===== src/rtl/pipeline_pkg.sv =====
// Shared RV64I pipeline types: stage payloads, funct3 load/store size codes and MEM FSM states.
package pipeline_pkg;

  localparam int unsigned DATA_WIDTH = 64;
  localparam int unsigned RF_SIZE    = 5;

  localparam logic [2:0] FUNCT3_B  = 3'b000;
  localparam logic [2:0] FUNCT3_H  = 3'b001;
  localparam logic [2:0] FUNCT3_W  = 3'b010;
  localparam logic [2:0] FUNCT3_D  = 3'b011;
  localparam logic [2:0] FUNCT3_BU = 3'b100;
  localparam logic [2:0] FUNCT3_HU = 3'b101;
  localparam logic [2:0] FUNCT3_WU = 3'b110;

  typedef enum logic [1:0] {MEM_IDLE, MEM_REQ, MEM_WAIT} mem_state_t;

  typedef struct packed {
    logic [DATA_WIDTH-1:0] PC;
    logic [DATA_WIDTH-1:0] PC_Next;
    logic [DATA_WIDTH-1:0] ALU_Result;
    logic [DATA_WIDTH-1:0] Store_Data;
    logic [RF_SIZE-1:0]    RD_Addr;
    logic                  Reg_WEn;
    logic                  Mem_REn;
    logic                  Mem_WEn;
    logic [2:0]            Detail;
  } EXMEM_Pipe_Out_t;

  typedef struct packed {
    logic [DATA_WIDTH-1:0] PC;
    logic [DATA_WIDTH-1:0] PC_Next;
    logic [DATA_WIDTH-1:0] WB_Data;
    logic [RF_SIZE-1:0]    RD_Addr;
    logic                  Reg_WEn;
  } MEMWB_Pipe_t;

  // Unshifted byte-lane mask for an access size; the reserved code 111 touches no lanes.
  function automatic logic [7:0] size_mask(input logic [2:0] detail);
    logic [7:0] m;
    case (detail[1:0])
      2'b00:   m = 8'h01;
      2'b01:   m = 8'h03;
      2'b10:   m = 8'h0F;
      default: m = 8'hFF;
    endcase
    if (detail == 3'b111) m = 8'h00;
    return m;
  endfunction

endpackage


===== src/rtl/mem_load_align.sv =====
// Load data formatter: shifts the addressed bytes down and sign/zero-extends to 64 bits.
module mem_load_align
  import pipeline_pkg::*;
(
  input  logic [DATA_WIDTH-1:0] i_rdata,
  input  logic [2:0]            i_off,
  input  logic [2:0]            i_detail,
  output logic [DATA_WIDTH-1:0] o_data
);

  logic [DATA_WIDTH-1:0] w_sh;

  assign w_sh = i_rdata >> {i_off, 3'b000};

  always_comb begin
    o_data = '0;
    case (i_detail)
      FUNCT3_B:  o_data = {{56{w_sh[7]}},  w_sh[7:0]};
      FUNCT3_H:  o_data = {{48{w_sh[15]}}, w_sh[15:0]};
      FUNCT3_W:  o_data = {{32{w_sh[31]}}, w_sh[31:0]};
      FUNCT3_D:  o_data = w_sh;
      FUNCT3_BU: o_data = {56'b0, w_sh[7:0]};
      FUNCT3_HU: o_data = {48'b0, w_sh[15:0]};
      FUNCT3_WU: o_data = {32'b0, w_sh[31:0]};
      default:   o_data = '0;
    endcase
  end

endmodule


===== src/rtl/mem_stage.sv =====
// RV64I MEM stage: one data-memory access per packet over req/gnt/rvalid, result held for WB.
// Optional MEM_STAGE_MISALIGN_CHECK_EN suppresses misaligned accesses and adds the misalign pulse.
module mem_stage
  import pipeline_pkg::*;
(
  input  logic                  clk,
  input  logic                  rst,
  input  logic                  in_valid,
  output logic                  in_ready,
  input  EXMEM_Pipe_Out_t       in_pipe,
  output logic                  out_valid,
  input  logic                  out_ready,
  output MEMWB_Pipe_t           out_pipe,
  output logic                  dmem_req,
  output logic                  dmem_we,
  output logic [DATA_WIDTH-1:0] dmem_addr,
  output logic [7:0]            dmem_wmask,
  output logic [DATA_WIDTH-1:0] dmem_wdata,
  input  logic                  dmem_gnt,
  input  logic                  dmem_rvalid,
  input  logic [DATA_WIDTH-1:0] dmem_rdata
`ifdef MEM_STAGE_MISALIGN_CHECK_EN
  ,
  output logic                  misalign
`endif
);

  mem_state_t            r_state;
  MEMWB_Pipe_t           r_pend;
  logic [2:0]            r_off;
  logic [2:0]            r_detail;

  logic                  w_accept;
  logic                  w_is_mem;
  logic                  w_misalign;
  logic [2:0]            w_off;
  MEMWB_Pipe_t           w_pend;
  logic [DATA_WIDTH-1:0] w_load_data;

  assign w_off    = in_pipe.ALU_Result[2:0];
  assign w_is_mem = in_pipe.Mem_REn || in_pipe.Mem_WEn;
  assign in_ready = !rst && (r_state == MEM_IDLE) && (!out_valid || out_ready);
  assign w_accept = in_valid && in_ready;

  assign w_pend = '{PC:      in_pipe.PC,
                    PC_Next: in_pipe.PC_Next,
                    WB_Data: in_pipe.ALU_Result,
                    RD_Addr: in_pipe.RD_Addr,
                    Reg_WEn: in_pipe.Reg_WEn};

`ifdef MEM_STAGE_MISALIGN_CHECK_EN
  // Offset must be a multiple of the access size.
  always_comb begin
    w_misalign = 1'b0;
    if (w_is_mem && (in_pipe.Detail != 3'b111)) begin
      case (in_pipe.Detail[1:0])
        2'b01:   w_misalign = w_off[0];
        2'b10:   w_misalign = |w_off[1:0];
        2'b11:   w_misalign = |w_off;
        default: w_misalign = 1'b0;
      endcase
    end
  end
`else
  assign w_misalign = 1'b0;
`endif

  mem_load_align u_load_align (
    .i_rdata  (dmem_rdata),
    .i_off    (r_off),
    .i_detail (r_detail),
    .o_data   (w_load_data)
  );

  always_ff @(posedge clk) begin
    if (rst) begin
      r_state    <= MEM_IDLE;
      r_pend     <= '0;
      r_off      <= '0;
      r_detail   <= '0;
      out_valid  <= 1'b0;
      out_pipe   <= '0;
      dmem_req   <= 1'b0;
      dmem_we    <= 1'b0;
      dmem_addr  <= '0;
      dmem_wmask <= '0;
      dmem_wdata <= '0;
`ifdef MEM_STAGE_MISALIGN_CHECK_EN
      misalign   <= 1'b0;
`endif
    end else begin
`ifdef MEM_STAGE_MISALIGN_CHECK_EN
      misalign <= 1'b0;
`endif
      if (out_valid && out_ready) out_valid <= 1'b0;

      case (r_state)
        MEM_IDLE: begin
          if (w_accept) begin
            if (!w_is_mem || w_misalign) begin
              out_pipe         <= w_pend;
              out_pipe.Reg_WEn <= in_pipe.Reg_WEn && !w_misalign;
              out_valid        <= 1'b1;
`ifdef MEM_STAGE_MISALIGN_CHECK_EN
              misalign         <= w_misalign;
`endif
            end else begin
              r_pend     <= w_pend;
              r_off      <= w_off;
              r_detail   <= in_pipe.Detail;
              dmem_req   <= 1'b1;
              dmem_we    <= !in_pipe.Mem_REn;
              dmem_addr  <= {in_pipe.ALU_Result[DATA_WIDTH-1:3], 3'b000};
              dmem_wmask <= size_mask(in_pipe.Detail) << w_off;
              dmem_wdata <= in_pipe.Store_Data << {w_off, 3'b000};
              r_state    <= MEM_REQ;
            end
          end
        end
        MEM_REQ: begin
          if (dmem_gnt) begin
            dmem_req <= 1'b0;
            if (dmem_we) begin
              out_pipe         <= r_pend;
              out_pipe.Reg_WEn <= 1'b0;
              out_valid        <= 1'b1;
              r_state          <= MEM_IDLE;
            end else if (dmem_rvalid) begin
              out_pipe         <= r_pend;
              out_pipe.WB_Data <= w_load_data;
              out_valid        <= 1'b1;
              r_state          <= MEM_IDLE;
            end else begin
              r_state <= MEM_WAIT;
            end
          end
        end
        MEM_WAIT: begin
          if (dmem_rvalid) begin
            out_pipe         <= r_pend;
            out_pipe.WB_Data <= w_load_data;
            out_valid        <= 1'b1;
            r_state          <= MEM_IDLE;
          end
        end
        default: r_state <= MEM_IDLE;
      endcase
    end
  end

endmodule


===== config.mk =====
export PLATFORM = sky130hd
export DESIGN_NAME = mem_stage
export DESIGN_NICKNAME = d
export VERILOG_FILES = /design/src/rtl/pipeline_pkg.sv /design/src/rtl/mem_load_align.sv /design/src/rtl/mem_stage.sv
export SDC_FILE = /design/constraint.sdc
export NUM_CORES = 1
export LEC_CHECK = 0
export CORE_MARGIN = 3
export CORE_UTILIZATION = 35
export CTS_CLUSTER_DIAMETER = 60
export CTS_CLUSTER_SIZE = 10
export DETAILED_ROUTE_END_ITERATION = 7
export PLACE_DENSITY_LB_ADDON = 0.1
export SKIP_LAST_GASP = 1
export SLEW_MARGIN = 20
export SYNTH_ARGS = -nofsm -noshare
export SYNTH_HDL_FRONTEND = slang
export SYNTH_SLANG_ARGS = --single-unit
export TNS_END_PERCENT = 20

===== constraint.sdc =====
create_clock -name clk -period 3.1 [get_ports clk]
set_input_delay 0.62 -clock clk [delete_from_list [all_inputs] [get_ports clk]]
set_output_delay 0.62 -clock clk [all_outputs]
set_load 0.05 [all_outputs]

==> flow_summary.toml <==
[run_status]
status = "completed"

[cts]
clk-insertion-delay-late_ns = 0.61
cts_root_buffer = "clkbuf_16"
cts_buffer_depth = 3
path_clk_slew_ns = 0.06
clock_sinks = 476
cts_tree = "built"
h-tree-depth = 2
cts_inserted_buffers = 57

[placed_design]
gp_congestion = 1.01
place_ws_ns = -0.0496
io_buffers = 671
dpl.hpwl_um = 76900

[timing]
skew_ns = 0.0190
min_period_ns = 2.74
whs_ns = 0.452
rsz0062_at_grt = "false"
finalSetupViolCount = 0
fin_crit_sh = 0.884
tightest_slew_ns = 0.955
drv_slew = 0
layout_setup_ws_ns = 0.358
max_freq_mhz = 365
hold_viol = 0
fin_tns_setup_ns = 0
max-slew-margin-rel = 0.363

[synthesis]
synthCells = 2884
synth_top_family_by_area = "compound AO/OA/AOI/OAI gates"
yosys-mux-area-fraction = 0.110
yosysWarnings = 0
synth-compound-area-share = 0.263
ys_seq_elements = 476
synth_area_leaders = "dfxtp_1 (39%), nand2_1 (8.3%), a22oi_1 (5.6%)"
syn_area_um2 = 24300
ys_types = 61
ys_top_cells_by_count = "nand2_1 (540), dfxtp_1 (476), a21oi_1 (267)"
synth.top_cell.area_share = 0.392
synthArstFlopShare = 0
yosysSeqAreaShare = 0.392
synth_xor_area_frac = 0.000360
synth_most_common_cell = "nand2_1"
synth-edff-count = 0
synthAdderAreaFrac = 0.00257
yosys.area.top_type = "dfxtp_1"
synth-main-ff-cell = "dfxtp_1"
yosys.area_share.simple = 0.156
syn_area_per_cell_um2 = 8.43

[critical_path]
rr_worst_depth = 9
cpPeakStageDelay_ns = 0.92
regToRegEndpoint = "out_pipe[41]"
reg2reg_slack_ns = 0.40
critPathMaxFanout = 12
cpLargestDelayFamily = "buffers and inverters"
cp.arrival_ns = 2.12
slowest_stage = "clkdlybuf4s50_1"
r2r-start = "r_pend[7]"
crit_required_ns = 2.48
critPathCaptureType = "primary output"
cp-start-kind = "register"
cp_cell_sequence = "clkdlybuf4s50_1"
crit_buf_inv = 1
path_class = "reg2out"

[global_route]
grt_max_degree = 136
grt_pass1_vias = 24459
overflow = 0
grt_antenna_before_repair = 23
grt_pass1_wl_um = 160000
track_usage = 0.282

[detailed_routing]
dr.pass1.iters = 7
num_vias = 25209
highest_layer = "met5"
dr_wl_met3_um = 9300
finalWirelength_um = 108000
wire_per_inst_um = 25.0
viasPerCell = 5.84
drt_iter0_drc = 2816
drc = 0
drt.antenna.violating_nets = 0
wl_met2_um = 51500
met1_length_um = 42500

[pwr]
ir_drop_mv = 0.504
clockPowerShare = 0.220
sw_frac_of_total = 0.439
pwr-share-seq = 0.291
power.leakage_nw = 11.3
powerDensity_nw_per_um2 = 828
pwr-share-comb = 0.489
p_sw_mw = 12.2
p_int_mw = 15.5

[floorplanning]
die_y_um = 269
rows = 95
core_um2 = 68000
dieArea_um2 = 72600
io_pins = 675
initial_core_util = 0.357
die_x_um = 269

[hold_path]
holdPathEnd = "dmem_wdata[25]"
worstHoldPathType = "reg2reg"
holdPathStages = 2
hp-start = "dmem_wdata[25]"

[cells_and_area]
fin_util = 0.492
fin_nets = 3699
layout-drive-gt1-share = 0.0857
syn_to_final_growth_pct = 37.6

[run]
cap_viol_max_count = 0
layer usage:
layer,global-route usage,up-vias
li1,-,11439
met5,0,-
met4,0.126,8
met2,0.465,1249
met1,0.347,12289
met3,0.0715,224
what timing repair did:
item,4_1_cts,5_1_grt
buffers inserted,0,0
endpoints found under the setup margin,0,1
endpoints found under the hold margin,0,0
hold buffers,0,0
resized for setup,0,1
state kept, by name, indices dropped and copies added, names as in the netlist:
signal / count
dmem_we: 1
out_valid: 1
r_detail: 3
dmem_wmask: 8
dmem_wdata: 64
r_state: 2
out_pipe: 198
dmem_req: 1
r_pend: 198
cell type report:
cell class	instances	area [um^2]
clock inverters	9	80.1
repair buffers	776	8030
well taps	921	1150
multi-input cells	2029	13000
fillers	6490	34600
flip-flops and latches	476	9540
inverters	17	71.3
diodes	18	45.0
clock buffers	67	1530
per-stage QoR:
step / power (mW) / cells / instance area [um^2]
after floorplan: 16.6 / 2886 / 24300
after global placement: 21.5 / 4219 / 31800
after detailed placement: 21.7 / 4219 / 31800
after CTS: 27.8 / 4295 / 33400
after global routing: 28.9 / 4308 / 33400
final: 27.7 / 4313 / 33400
power groups by stage:
stage               registers, mW  logic [mW]  clock network (mW)
floorplan                    10.7        5.95                   0
global placement             8.14        13.3                   0
detailed placement           8.16        13.5                   0
CTS                          8.05        13.5                6.24
global route                 8.17        14.3                6.46
finish                       8.06        13.5                6.08
layout by cell type (no fill, tap or decap), types with 21 or more instances in the layout:
cell,count
nor3_1,23
buf_12,42
buf_4,64
mux4_2,60
nand3_1,34
a21oi_1,265
a222oi_1,41
a211oi_1,34
nand2_1,539
mux2_2,22
nor2_1,254
clkbuf_16,58
clkdlybuf4s50_1,667
nand2b_1,22
o21ai_0,77
o31ai_1,21
a22oi_1,180
a221oi_1,57
dfxtp_1,473
mux2i_1,108
a311oi_1,39
a22o_1,134
cell families (layout without fill, tap and decap cells):
group           after synthesis  in the layout
compound gates              907            907
flops                       476            476
fa+ha+maj                     5              5
xor+xnor                      1              1
buf+inv                     381            869
mux                         190            190
simple gates                923            923
other cells                   1             21
worst max-delay path by stage:
stage	start	endpoint	slack, ns	cells after the start
final	dmem_we	dmem_we	0.36	1
after detailed placement	in_pipe[3]	out_pipe[52]	-0.05	7
after global routing	r_pend[7]	out_pipe[41]	0.21	9
after floorplan	rst	in_ready	0.23	4
after global placement	in_pipe[3]	out_pipe[67]	0.02	7
after CTS	dmem_we	dmem_we	0.01	1
No activity file was read; power rests on OpenSTA's default activity.
